`src/rtl/psk_demod_if.sv`:
```
// AXI-Stream style output bundle for psk_demod: one decided symbol per beat.
interface psk_demod_if #(
  parameter int BYTES = 1
);
  logic [BYTES*8-1:0] m_tdata;
  logic               m_tvalid;
  logic               m_tready;
  logic               m_tlast;
  logic               m_tuser;

  modport master (
    output m_tdata,
    output m_tvalid,
    output m_tlast,
    output m_tuser,
    input  m_tready
  );

  modport slave (
    input  m_tdata,
    input  m_tvalid,
    input  m_tlast,
    input  m_tuser,
    output m_tready
  );
endinterface

```
`src/rtl/psk_demod.sv`:
```
// Integrate-and-dump BPSK/QPSK hard-decision detector, one AXIS beat per symbol.
// A strobe arriving mid-symbol aborts the partial sum; a decision arriving while a beat is held is dropped.
module psk_demod #(
  parameter int WIDTH    = 12,
  parameter int BYTES    = 1,
  parameter int LOG2_SPS = 4
) (
  input  logic                    clk_16M384,
  input  logic                    rstn_16M384,
  input  logic signed [WIDTH-1:0] in_I,
  input  logic signed [WIDTH-1:0] in_Q,
  input  logic                    in_vld,
  input  logic                    in_sym_start,
  input  logic                    in_is_bpsk,
  input  logic                    in_last,
  psk_demod_if.master             m_axis,
  output logic                    sync_err,
  output logic                    overflow
);

  localparam int AW = WIDTH + LOG2_SPS;
  localparam int DW = BYTES * 8;
  localparam logic [LOG2_SPS-1:0] CNT_ZERO = '0;
  localparam logic [LOG2_SPS-1:0] CNT_LAST = '1;
  localparam logic [LOG2_SPS-1:0] CNT_ONE  = {{(LOG2_SPS-1){1'b0}}, 1'b1};

  // BPSK adds I and Q one bit wider so two full-scale negative sums cannot wrap; zero decides 1.
  function automatic logic [1:0] decide(input logic [AW-1:0] sum_i,
                                        input logic [AW-1:0] sum_q,
                                        input logic          bpsk);
    logic [AW:0] both;
    both = {sum_i[AW-1], sum_i} + {sum_q[AW-1], sum_q};
    if (bpsk) begin
      decide = {~both[AW], ~both[AW]};
    end else begin
      decide = {~sum_i[AW-1], ~sum_q[AW-1]};
    end
  endfunction

  logic [LOG2_SPS-1:0] cnt_r;
  logic [AW-1:0]       acc_i_r;
  logic [AW-1:0]       acc_q_r;
  logic                all_vld_r;
  logic                bpsk_r;

  logic [LOG2_SPS-1:0] eff_cnt_s;
  logic                first_s;
  logic                last_s;
  logic                abort_s;
  logic [AW-1:0]       ext_i_s;
  logic [AW-1:0]       ext_q_s;
  logic [AW-1:0]       acc_i_s;
  logic [AW-1:0]       acc_q_s;
  logic                all_vld_s;
  logic                bpsk_s;
  logic [1:0]          dec_s;
  logic                load_s;
  logic                busy_s;

  // Current-sample view: effective position, running sums including this sample, decision.
  always_comb begin
    eff_cnt_s = cnt_r;
    ext_i_s   = {{LOG2_SPS{in_I[WIDTH-1]}}, in_I};
    ext_q_s   = {{LOG2_SPS{in_Q[WIDTH-1]}}, in_Q};
    if (in_sym_start) begin
      eff_cnt_s = CNT_ZERO;
    end else begin
      eff_cnt_s = cnt_r;
    end
    first_s = (eff_cnt_s == CNT_ZERO);
    last_s  = (eff_cnt_s == CNT_LAST);
    abort_s = in_sym_start && (cnt_r != CNT_ZERO);
    if (first_s) begin
      acc_i_s   = ext_i_s;
      acc_q_s   = ext_q_s;
      all_vld_s = in_vld;
      bpsk_s    = in_is_bpsk;
    end else begin
      acc_i_s   = acc_i_r + ext_i_s;
      acc_q_s   = acc_q_r + ext_q_s;
      all_vld_s = all_vld_r & in_vld;
      bpsk_s    = bpsk_r;
    end
    dec_s  = decide(acc_i_s, acc_q_s, bpsk_s);
    load_s = last_s & all_vld_s;
    busy_s = m_axis.m_tvalid & ~m_axis.m_tready;
  end

  // Sample counter, accumulators and per-symbol validity/mode state.
  always_ff @(posedge clk_16M384 or negedge rstn_16M384) begin
    if (!rstn_16M384) begin
      cnt_r     <= CNT_ZERO;
      acc_i_r   <= '0;
      acc_q_r   <= '0;
      all_vld_r <= 1'b0;
      bpsk_r    <= 1'b0;
      sync_err  <= 1'b0;
    end else begin
      cnt_r     <= eff_cnt_s + CNT_ONE;
      acc_i_r   <= acc_i_s;
      acc_q_r   <= acc_q_s;
      all_vld_r <= all_vld_s;
      bpsk_r    <= bpsk_s;
      sync_err  <= abort_s;
    end
  end

  // Single output register: a held beat wins over a new decision, which then sets overflow.
  always_ff @(posedge clk_16M384 or negedge rstn_16M384) begin
    if (!rstn_16M384) begin
      m_axis.m_tvalid <= 1'b0;
      m_axis.m_tdata  <= '0;
      m_axis.m_tlast  <= 1'b0;
      m_axis.m_tuser  <= 1'b0;
      overflow        <= 1'b0;
    end else if (load_s && busy_s) begin
      overflow <= 1'b1;
    end else if (load_s) begin
      m_axis.m_tvalid <= 1'b1;
      m_axis.m_tdata  <= {{(DW-2){1'b0}}, dec_s};
      m_axis.m_tlast  <= in_last;
      m_axis.m_tuser  <= bpsk_s;
    end else if (m_axis.m_tvalid && m_axis.m_tready) begin
      m_axis.m_tvalid <= 1'b0;
    end else begin
      m_axis.m_tvalid <= m_axis.m_tvalid;
    end
  end

endmodule

```
`src/flat_wrapper.sv`:
```
// flat-port wrapper written by rule: the top's interface ports become plain ports
module psk_demod_flat 
#(
  parameter int WIDTH    = 12,
  parameter int BYTES    = 1,
  parameter int LOG2_SPS = 4
)
  (clk_16M384, rstn_16M384, in_I, in_Q, in_vld, in_sym_start, in_is_bpsk, in_last, sync_err, overflow, m_axis_m_tdata, m_axis_m_tvalid, m_axis_m_tlast, m_axis_m_tuser, m_axis_m_tready);
  psk_demod_if #(.BYTES(BYTES)) m_axis_i ();
  input  logic clk_16M384;
  input  logic rstn_16M384;
  input  logic signed [WIDTH-1:0] in_I;
  input  logic signed [WIDTH-1:0] in_Q;
  input  logic in_vld;
  input  logic in_sym_start;
  input  logic in_is_bpsk;
  input  logic in_last;
  output logic sync_err;
  output logic overflow;
  output wire logic [$bits(m_axis_i.m_tdata)-1:0] m_axis_m_tdata;
  output wire logic [$bits(m_axis_i.m_tvalid)-1:0] m_axis_m_tvalid;
  output wire logic [$bits(m_axis_i.m_tlast)-1:0] m_axis_m_tlast;
  output wire logic [$bits(m_axis_i.m_tuser)-1:0] m_axis_m_tuser;
  input wire logic [$bits(m_axis_i.m_tready)-1:0] m_axis_m_tready;
  assign m_axis_m_tdata = m_axis_i.m_tdata;
  assign m_axis_m_tvalid = m_axis_i.m_tvalid;
  assign m_axis_m_tlast = m_axis_i.m_tlast;
  assign m_axis_m_tuser = m_axis_i.m_tuser;
  assign m_axis_i.m_tready = m_axis_m_tready;
  psk_demod #(.WIDTH(WIDTH), .BYTES(BYTES), .LOG2_SPS(LOG2_SPS)) u_core (.clk_16M384(clk_16M384), .rstn_16M384(rstn_16M384), .in_I(in_I), .in_Q(in_Q), .in_vld(in_vld), .in_sym_start(in_sym_start), .in_is_bpsk(in_is_bpsk), .in_last(in_last), .m_axis(m_axis_i), .sync_err(sync_err), .overflow(overflow));
endmodule
```
`config.mk`:
```
export PLATFORM = sky130hd
export DESIGN_NAME = psk_demod_flat
export DESIGN_NICKNAME = d
export VERILOG_FILES = /design/src/rtl/psk_demod_if.sv /design/src/rtl/psk_demod.sv /design/src/flat_wrapper.sv
export SDC_FILE = /design/constraint.sdc
export NUM_CORES = 1
export LEC_CHECK = 0
export BUFFER_PORTS_ARGS = -buffer_cell sky130_fd_sc_hd__buf_2
export CAP_MARGIN = 20
export CORE_MARGIN = 3
export CORE_UTILIZATION = 55
export CTS_BUF_LIST = sky130_fd_sc_hd__clkbuf_8
export DETAILED_ROUTE_END_ITERATION = 7
export PLACE_DENSITY = 0.81
export SLEW_MARGIN = 10
export SYNTH_ARGS = -nofsm -noshare
export SYNTH_HDL_FRONTEND = slang
export SYNTH_SLANG_ARGS = --single-unit
```
`constraint.sdc`:
```
create_clock -name clk_16M384 -period 5 [get_ports clk_16M384]
set_input_delay 0 -clock clk_16M384 [delete_from_list [all_inputs] [get_ports clk_16M384]]
set_output_delay 0 -clock clk_16M384 [all_outputs]
set_load 0.005 [all_outputs]
```
==> impl_results.md, run 1 <==
* First-pass GRT wire length at 13.5 mm
* Largest net degree at the start of global routing at 46
* Worst path max stage delay at 550 ps
* Clk_lat worst skew at 300 ps
* Reg2reg path depth at 16
* WP data required at 5240 ps
* Slew Viols, Final at 0
* Total clock sinks at 45
* Minimum clock period at 4480 ps
* Fin. Hold Viols at 0
* Synth Cell Area at 0.00348 mm²
* Slew @ Worst Pin at 602 ps
* Status: complete, no violations
* TritonCTS clock tree: yes
* DRC at 0
* Buf/Inv on CP at 2
* Area grow syn2layout at 14.5%
* Type of origin of the critical path: input pin
* Setup violations, final at 0
* Routed wire per std cell at 15.9 µm
* Register area share after synthesis at 0.324
* NumNets Final at 518
* Aggregate global-route resource usage at 0.227
* DRT antenna net count at 0
* Stages on worst setup path at 18
* Die area at 0.00732 mm²
* Starting Density at 0.578
* Number of H-tree levels at 2
* CP max-delay cell: dlygate4sd3_1
* Avg Synthesized Cell Area at 9.02 µm²
* Syn. warnings at 0
* Routed wire length at 8.19 mm
* GR Overflow Total at 0
* Area share of the largest cell type after synthesis at 0.324
* Clock-pin slew on the worst setup and hold paths at 90 ps
* Largest area contributor in the netlist: dfrtp_1
* RSZ-0062 raised after global routing: false
* Worst Setup End Kind: flip-flop
* PortBufs at 37
* Io pins at 44
* Iteration-0 DRC Markers at 193
* Largest delay share family, worst path: compound AO/OA/AOI/OAI gates
* #FFs+latches synth at 45
* Slew headroom at 0.588
* Post-synth top flop: dfrtp_1
* Core area at 0.00603 mm²
* Max Freq at 0.223 GHz
* Top cells by area, synth: dfrtp_1 32%, ha_1 17%, nand2_1 4.2%, a21oi_1 3.9%, o21ai_0 3.5%
* GP Congestion at 0.955
* Worst vdd ir at 310 µV
* Die W at 85.6 µm
* Setup TNS at 0 ps
* Layout cell share with drive strength beyond 1 at 0.132
* WS Path Type: input pin to flip-flop
* Post-synth EDFFs at 0
* Max cap viols at 0
* CP max FO at 3
* Root buf cell: clkbuf_8
* Via count at 2994
* Detailed Routing Iterations Pass 1 at 4
* Hold WS at 1.95 ps
* Power Density at 559 mW/mm²
* Max Buffers Root-to-Sink at 2
* Initial antenna violation count at 0
* CP cell instances: dlygate4sd3_1 -> buf_2 -> ha_1 -> fa_1 -> a21o_1 -> a21oi_1 -> o21ai_0 -> a41o_1 -> a2111oi_0 -> nor3_1 -> nand3b_1 -> ha_1 -> and3_1 -> nand4_1 -> a2111oi_0 -> nor4_1 -> nor3_1 -> a221o_1
* Worst hold path class: input pin to flip-flop
* Leakage at 0.00197 µW
* Vias in the first global route at 2971
* Netlist cell types at 53
* Post-synth top cells: 47 x ha_1, 45 x dfrtp_1, 39 x nand2_1
* Post-Route Skew at 12.2 ps
* Die Y at 85.6 µm
* WP data arrival at 4720 ps
* DP Wirelength at 6.00 mm
* Asr flop ratio synth at 1.00
* Via/cell ratio at 5.82
* Cts repair resizes at 0
* Antenna Cells at 0
* Cts bufs inserted at 5
* Post-synthesis cell count at 386
* Count leader, synth: ha_1
* Fin crit share at 0.897
* Row count at 28
* Worst Hold Depth at 3
## final cells by class
class                   count  area, µm²
flip-flops and latches     45       1130
fillers                   497       2040
well taps                  75       93.8
clock buffers               6       82.6
multi-input cells         315       2240
inverters                  17       63.8
clock inverters             2       13.8
repair buffers             54        369
## cell usage in the layout, fill, tap and decap left out, types with 13 or more instances in the layout
cell,synthesis,routed
xnor2_1,13,13
nor2_1,26,25
buf_2,0,37
nand2_1,39,39
ha_1,47,47
inv_1,17,17
o21ai_0,24,24
dfrtp_1,45,45
a21oi_1,27,27
dlygate4sd3_1,0,13
## state kept, by name, summed over array words and instances, names as in the netlist
name,count
u_core.all_vld_r,1
u_core.m_axis.m_tvalid,1
u_core.m_axis.m_tdata,2
u_core.sync_err,1
u_core.bpsk_r,1
u_core.m_axis.m_tlast,1
u_core.acc_i_r,16
u_core.m_axis.m_tuser,1
u_core.cnt_r,4
u_core.acc_q_r,16
u_core.overflow,1
## power breakdown
group	switching [µW]	internal [µW]	leakage [µW]
Clock	134	112	0.0000512
Combinational	810	627	0.00138
Sequential	53.7	493	0.000546
## worst reg2reg max path, cell delays in order, from the launching register on
cell,delay [ps]
dfrtp_1,380
ha_1,210
fa_1,410
a21o_1,180
a21oi_1,270
o21ai_0,200
a41o_1,320
a2111oi_0,530
nor3_1,110
nand3b_1,230
ha_1,320
and3_1,150
nand4_1,110
a2111oi_0,350
nor4_1,110
nor3_1,330
a221o_1,180
## timing repair
action / in CTS / in global routing
hold buffers: 13 / 0
endpoints found under the hold margin: 58 / 0
buffers inserted: 0 / 0
## path summary, 6_finish.rpt
kind                                              startpoint                                   end  slack (ps)
max reg2reg                      u_core.acc_i_r[0]$_DFF_PN0_  u_core.m_axis.m_tdata[1]$_DFFE_PN0P_         550
max in group asynchronous                        rstn_16M384          u_core.acc_q_r[14]$_DFF_PN0_        4260
min                                                  in_I[6]           u_core.acc_i_r[6]$_DFF_PN0_           2
min in group asynchronous                        rstn_16M384          u_core.acc_i_r[11]$_DFF_PN0_         220
max                                                  in_I[0]  u_core.m_axis.m_tdata[1]$_DFFE_PN0P_         520
min reg2reg                u_core.m_axis.m_tuser$_DFFE_PN0P_     u_core.m_axis.m_tuser$_DFFE_PN0P_         490
## stage by stage
step	area, µm²	instances	util	total power (µW)	setup WS (ps)
global placement	3720	491	0.618	1880	760
detailed placement	3720	491	0.618	1950	678
finish	3990	514	0.662	2230	516
global route	3990	514	0.662	2430	217
CTS	3950	512	0.655	2210	653
floorplan	3500	391	-	1630	1230
## logic make-up after synthesis
group,count (synthesis),share of synthesized area
DFF,45,0.324
AOI/OAI and AO/OA,107,0.207
buffers and inverters,31,0.0399
muxes,3,0.00935
xor gates and xnor gates,24,0.0604
adders and majority gates,49,0.180
other,1,0.00108
and+or+nand+nor,126,0.178
## metal layers
layer	track usage	vias to the layer above	share of wire
li1	-	1498	-
met1	0.292	1407	0.45
met2	0.398	76	0.50
met3	0.0423	13	0.043
met4	0.0518	0	0.013
met5	0	-	0
Note: power is estimated with default switching activity, not from simulation.
==> run 2, diff against run 1 <==
--- a/config.mk
+++ b/config.mk
@@ -5,7 +5,7 @@
 export SDC_FILE = /design/constraint.sdc
 export NUM_CORES = 1
 export LEC_CHECK = 0
-export BUFFER_PORTS_ARGS = -buffer_cell sky130_fd_sc_hd__buf_2
+export BUFFER_PORTS_ARGS = -buffer_cell sky130_fd_sc_hd__buf_4
 export CAP_MARGIN = 20
 export CORE_MARGIN = 3
 export CORE_UTILIZATION = 55
==> constraint.sdc (replaced) <==
create_clock -name clk_16M384 -period 5 [get_ports clk_16M384]
set_input_delay 1 -clock clk_16M384 [delete_from_list [all_inputs] [get_ports clk_16M384]]
set_output_delay 1 -clock clk_16M384 [all_outputs]
set_load 0.005 [all_outputs]
==> run 2 against run 1 <==
Hold slack improved by 490 ps. Via count up 0.43%. Global-route usage is 0.21 points higher. Wire length decreased by 2.1%. Non-clock buffer count shrank 8. Largest power group unchanged.
==> impl_results.md, run 2 (same netlist as run 1, synthesis figures left out) <==
* Type of origin of the critical path: input pin
* Via count at 3007 (+0.43%)
* TritonCTS clock tree: yes
* Clk_lat worst skew at 310 ps (about the same)
* Worst Hold Depth at 1 (-2)
* DRC at 0 (unchanged)
* Worst hold path class: flip-flop to flip-flop
* WP data arrival at 4790 ps (+70 ps)
* Die W at 85.6 µm (unchanged)
* Max Freq at 0.220 GHz (-1.3%)
* Detailed Routing Iterations Pass 1 at 4 (unchanged)
* Worst vdd ir at 258 µV (-17%)
* Status: complete, no violations
* Commonest non-fill, non-tap cells in the layout: 47 x ha_1, 46 x buf_4, 45 x dfrtp_1
* Hold buffer count at CTS at 0 (-13)
* Die Y at 85.6 µm (unchanged)
* Worst Setup End Kind: flip-flop
* Root buf cell: clkbuf_8
* Iteration-0 DRC Markers at 177 (-8.3%)
* Io pins at 44 (unchanged)
* Hold Path Origin: u_core.overflow$_DFFE_PN0P_
* Hold EP: u_core.overflow$_DFFE_PN0P_
* PortBufs at 37 (unchanged)
* Largest net degree at the start of global routing at 46 (unchanged)
* Leakage at 0.00195 µW (-1.0%)
* Clock-pin slew on the worst setup and hold paths at 90 ps (about the same)
* Area grow syn2layout at 13.7%
* Cts repair resizes at 0 (unchanged)
* DP Wirelength at 6.22 mm (+3.7%)
* Setup TNS at 0 ps (unchanged)
* RR Startpoint: u_core.acc_i_r[0]$_DFF_PN0_
* Total clock sinks at 45 (unchanged)
* WS Path Type: input pin to flip-flop
* Fin. Hold Viols at 0 (unchanged)
* Setup violations, final at 0 (unchanged)
* Largest delay share family, worst path: compound AO/OA/AOI/OAI gates
* Slew Viols, Final at 0 (unchanged)
* Routed wire length at 8.01 mm (-2.1%)
* Max cap viols at 0 (unchanged)
* Commonest non-fill, non-tap cell in the layout: ha_1
* CP max FO at 3 (unchanged)
* Buf/Inv on CP at 1 (-1)
* CP max-delay cell: a2111oi_0
* Antenna Cells at 0 (unchanged)
* RSZ-0062 raised after global routing: false
* Cts bufs inserted at 5 (unchanged)
* First-pass GRT wire length at 13.5 mm (about the same)
* GR Overflow Total at 0 (unchanged)
* Slew headroom at 0.498 (-0.0898)
* Minimum clock period at 4540 ps (+60.0 ps)
* WP data required at 5250 ps (about the same)
* Slew @ Worst Pin at 733 ps (+131 ps)
* Starting Density at 0.578 (unchanged)
* DRT antenna net count at 0 (unchanged)
* R2R setup slack at 900 ps (+350 ps)
* Core area at 0.00603 mm² (unchanged)
* Vias in the first global route at 2980 (+0.30%)
* Fin crit share at 0.909 (+0.0120)
* CP cell instances: buf_4 -> ha_1 -> fa_1 -> a21o_1 -> a21oi_1 -> o21ai_0 -> a41o_1 -> a2111oi_0 -> nor3_1 -> nand3b_1 -> ha_1 -> and3_1 -> nand4_1 -> a2111oi_0 -> nor4_1 -> nor3_1 -> nand3b_1
* Post-Route Skew at 8.88 ps (-3.31 ps)
* Worst path max stage delay at 550 ps (about the same)
* Reg-to-reg endpoint: u_core.m_axis.m_tdata[0]$_DFFE_PN0P_
* Die area at 0.00732 mm² (unchanged)
* Initial antenna violation count at 0 (unchanged)
* Post CTS Setup Buffer Count at 0 (unchanged)
* NumNets Final at 510 (-1.5%)
* Aggregate global-route resource usage at 0.229 (+0.00208)
* Power Density at 567 mW/mm² (+1.4%)
* Reg2reg path depth at 16 (unchanged)
* GP Congestion at 0.908 (-4.9%)
* Max Buffers Root-to-Sink at 2 (unchanged)
* Largest regs: u_core.acc_i_r (16), u_core.acc_q_r (16), u_core.cnt_r (4)
* Post-layout util at 0.657 (-0.00498)
* Row count at 28 (unchanged)
* Number of H-tree levels at 2 (unchanged)
* Routed wire per std cell at 15.8 µm (-0.55%)
* Via/cell ratio at 5.94 (+2.0%)
* Layout cell share with drive strength beyond 1 at 0.146 (+0.0141)
## run 2: changes by cell type in the layout (fill, tap and decap cells not counted)
cell	previous run	this run
buf_16	1	0
buf_2	37	0
buf_4	2	46
buf_6	1	0
clkbuf_8	6	5
clkinv_4	1	0
clkinvlp_4	0	1
dlygate4sd3_1	13	0
inv_6	0	1
## run 2: area by class of cell
cell class | instances | area, µm²
fillers | 507 | 2070
inverters | 17 | 63.8
repair buffers | 46 | 345
multi-input cells | 315 | 2240
flip-flops and latches | 45 | 1130
clock inverters | 3 | 21.3
clock buffers | 5 | 68.8
well taps | 75 | 93.8
## run 2: power by group
| part | total, µW | switching, µW | internal (µW) | leakage [µW] |
|---|---|---|---|---|
| Clock | 242 | 142 | 99.5 | 0.0000445 |
| Sequential | 545 | 51.7 | 493 | 0.000546 |
| Combinational | 1460 | 808 | 651 | 0.00136 |
## run 2: how the worst max path moves through the flow
stage	startpoint	endpoint	depth (start not counted)
6_report	in_I[0]	u_core.m_axis.m_tdata[0]$_DFFE_PN0P_	17
3_3_place_gp	in_I[0]	u_core.m_axis.m_tdata[1]$_DFFE_PN0P_	17
2_1_floorplan	in_I[0]	u_core.m_axis.m_tdata[1]$_DFFE_PN0P_	16
3_5_place_dp	in_I[0]	u_core.m_axis.m_tdata[1]$_DFFE_PN0P_	17
5_1_grt	in_I[0]	u_core.m_axis.m_tdata[0]$_DFFE_PN0P_	17
4_1_cts	in_I[0]	u_core.m_axis.m_tdata[0]$_DFFE_PN0P_	17
## run 2: layer usage
layer  routed length (µm)  up-vias  global-route usage
met5                    0        -                   0
met4                  111        0              0.0734
met3                  435       11              0.0500
met2                 3890       84               0.386
met1                 3570     1432               0.295
li1                     -     1480                   -
## run 2: per-stage QoR
stage / hold WS [ps] / worst slack (ps) / total power [µW] / cell area (µm²) / std cells
6_report: 496 / 456 / 2250 / 3960 / 506
5_1_grt: 520 / 71.0 / 2460 / 3960 / 506
4_1_cts: 498 / 434 / 2240 / 3960 / 506
3_5_place_dp: 470 / 104 / 1980 / 3870 / 498
3_3_place_gp: 466 / 240 / 1920 / 3870 / 498
2_1_floorplan: 468 / 562 / 1630 / 3500 / 391
==> run 3, diff against run 2 <==
--- a/config.mk
+++ b/config.mk
@@ -8,10 +8,10 @@
 export BUFFER_PORTS_ARGS = -buffer_cell sky130_fd_sc_hd__buf_4
 export CAP_MARGIN = 20
 export CORE_MARGIN = 3
-export CORE_UTILIZATION = 55
+export CORE_UTILIZATION = 45
 export CTS_BUF_LIST = sky130_fd_sc_hd__clkbuf_8
 export DETAILED_ROUTE_END_ITERATION = 7
-export PLACE_DENSITY = 0.81
+export PLACE_DENSITY = 0.7
 export SLEW_MARGIN = 10
 export SYNTH_ARGS = -nofsm -noshare
 export SYNTH_HDL_FRONTEND = slang
==> run 3 against run 2 <==
Sequential cell count did not move. Global-route usage fell by 3.7 points. Power fell by 0.65%. Final cell count rose by 5.3%. Register-to-register slack got worse by 60 ps. Combinational power barely moved. Design area rose by 1.2%. Count of clock-buffer cells in the layout did not move. Worst setup slack got worse by 78 ps. Sequential power barely moved. Largest cell class unchanged.
==> impl_results.md, run 3 (same netlist as run 1, synthesis figures left out) <==
* Status: complete, no violations
* Fin. Hold Viols at 0 (unchanged)
* CP max-delay cell: a2111oi_0
* Area grow syn2layout at 15.0%
* Minimum clock period at 4620 ps (+78.1 ps)
* Routed wire length at 7.94 mm (-0.87%)
* Max Freq at 0.216 GHz (-1.7%)
* DRC at 0 (unchanged)
* DP Wirelength at 6.27 mm (+0.86%)
* Iteration-0 DRC Markers at 124 (-30%)
* Row count at 31 (+11%)
* Hold WS at 492 ps (-4.53 ps)
* Routed wire per std cell at 14.9 µm (-5.9%)
* Via/cell ratio at 5.55 (-6.6%)
* Worst Setup End Kind: flip-flop
* Sequential cell area at 0.00113 mm² (unchanged)
* Commonest non-fill, non-tap cell in the layout: buf_4
* Buf/Inv on CP at 1 (unchanged)
* Layout cell share with drive strength beyond 1 at 0.147 (+0.00129)
* Vias in the first global route at 2996 (+0.54%)
* Clock-pin slew on the worst setup and hold paths at 80 ps (about the same)
* Area of the multi-input gates at 0.00224 mm² (unchanged)
* Cts repair resizes at 0 (unchanged)
* GP Congestion at 0.814 (-10%)
* NumNets Final at 513 (+0.59%)
* Met2 usage at 0.337 (-0.0485)
* Post-Route Skew at 7.80 ps (-1.08 ps)
* Hold buffer count at CTS at 0 (unchanged)
* Die W at 94.0 µm (+9.8%)
* WS Path Type: input pin to flip-flop
* RSZ-0062 raised after global routing: false
* Fin crit share at 0.924 (+0.0156)
* Reg2reg path depth at 16 (unchanged)
* Die Y at 94.0 µm (+9.8%)
* Slew Viols, Final at 0 (unchanged)
* Post CTS Setup Buffer Count at 0 (unchanged)
* Max cap viols at 0 (unchanged)
* R2R setup slack at 840 ps (-60 ps)
* Max Buffers Root-to-Sink at 2 (unchanged)
* DRT antenna net count at 0 (unchanged)
* Aggregate global-route resource usage at 0.193 (-0.0367)
* Worst Hold Depth at 1 (unchanged)
* Root buf cell: clkbuf_8
* Initial antenna violation count at 0 (unchanged)
* CP cell instances: buf_4 -> ha_1 -> fa_1 -> a21o_1 -> a21oi_1 -> o21ai_0 -> a41o_1 -> a2111oi_0 -> nor3_1 -> nand3b_1 -> ha_1 -> and3_1 -> nand4_1 -> a2111oi_0 -> nor4_1 -> nor3_1 -> a221o_1
* Die area at 0.00883 mm² (+21%)
* Worst hold path class: flip-flop to flip-flop
* Io pins at 44 (unchanged)
* Cts bufs inserted at 5 (unchanged)
* Total clock sinks at 45 (unchanged)
* Leakage at 0.00197 µW (+0.86%)
* TritonCTS clock tree: yes
* Worst vdd ir at 168 µV (-35%)
* Detailed Routing Iterations Pass 1 at 4 (unchanged)
* CP max FO at 3 (unchanged)
* Setup violations, final at 0 (unchanged)
* Number of H-tree levels at 2 (unchanged)
* Top Usage Layer GRT: met2
* Core area at 0.00737 mm² (+22%)
* PortBufs at 37 (unchanged)
* Worst path max stage delay at 550 ps (about the same)
* Met3 usage in global routing at 0.0248 (-0.0251)
* WP data arrival at 4820 ps (+30 ps)
* Largest delay share family, worst path: compound AO/OA/AOI/OAI gates
* Power Density at 557 mW/mm² (-1.8%)
* Setup TNS at 0 ps (unchanged)
* Type of origin of the critical path: input pin
* Starting Density at 0.472 (-0.105)
* Met1 Usage GRT at 0.250 (-0.0451)
* First-pass GRT wire length at 13.6 mm (+1.1%)
* WP data required at 5190 ps (-60 ps)
* Commonest non-fill, non-tap cells in the layout: 49 x buf_4, 47 x ha_1, 45 x dfrtp_1
* Slew headroom at 0.587 (+0.0882)
* Via count at 2958 (-1.6%)
* Stages on worst setup path at 17 (unchanged)
* Largest net degree at the start of global routing at 46 (unchanged)
* GR Overflow Total at 0 (unchanged)
* Largest regs: u_core.acc_i_r (16), u_core.acc_q_r (16), u_core.cnt_r (4)
* Clk_lat worst skew at 310 ps (about the same)
* Antenna Cells at 0 (unchanged)
* Final-layout fill cell count at 683 (+35%)
* Slew @ Worst Pin at 605 ps (-129 ps)
==> run 3: cell types whose count changed in the layout (fill, tap and decap cells not counted), sizes merged <==
cell    change
inv         +1
buf         +3
clkinv      -1
==> run 3: where the power goes <==
part	total [µW]	switching, µW	internal [µW]
sequential	545	52.2	493
clock	224	129	95.0
combinational	1460	795	667
==> run 3: cell type report <==
type | count | area share
clock inverter | 3 | 0.00375
inverter | 17 | 0.0159
sequential | 45 | 0.281
tap | 99 | 0.0309
timing repair buffer | 49 | 0.0919
clock buffer | 5 | 0.0172
multi-input combinational | 315 | 0.559
==> run 3: routing by layer <==
metal  up-vias  wire, µm
met5         -         0
met2        58      3840
li1       1491         -
met3        10       303
met4         0       109
met1      1399      3700
==> run 3: metrics by stage <==
stage | instances | utilization | cell area [µm²] | setup WS (ps) | power [µW]
after floorplan | 391 | - | 3500 | 562 | 1630
after global placement | 525 | 0.532 | 3920 | 225 | 1950
after detailed placement | 525 | 0.532 | 3920 | 77.9 | 2000
after CTS | 533 | 0.543 | 4000 | 392 | 2240
after global routing | 533 | 0.543 | 4000 | 66.3 | 2470
final | 533 | 0.543 | 4000 | 378 | 2230
==> run 3: final timing paths <==
kind	start	endpoint
max	in_I[0]	u_core.m_axis.m_tdata[1]$_DFFE_PN0P_
max in group asynchronous	rstn_16M384	u_core.bpsk_r$_DFF_PN0_
max reg2reg	u_core.acc_i_r[0]$_DFF_PN0_	u_core.m_axis.m_tdata[1]$_DFFE_PN0P_
min in group asynchronous	rstn_16M384	u_core.acc_i_r[9]$_DFF_PN0_
min reg2reg	u_core.overflow$_DFFE_PN0P_	u_core.overflow$_DFFE_PN0P_
min	u_core.overflow$_DFFE_PN0P_	u_core.overflow$_DFFE_PN0P_
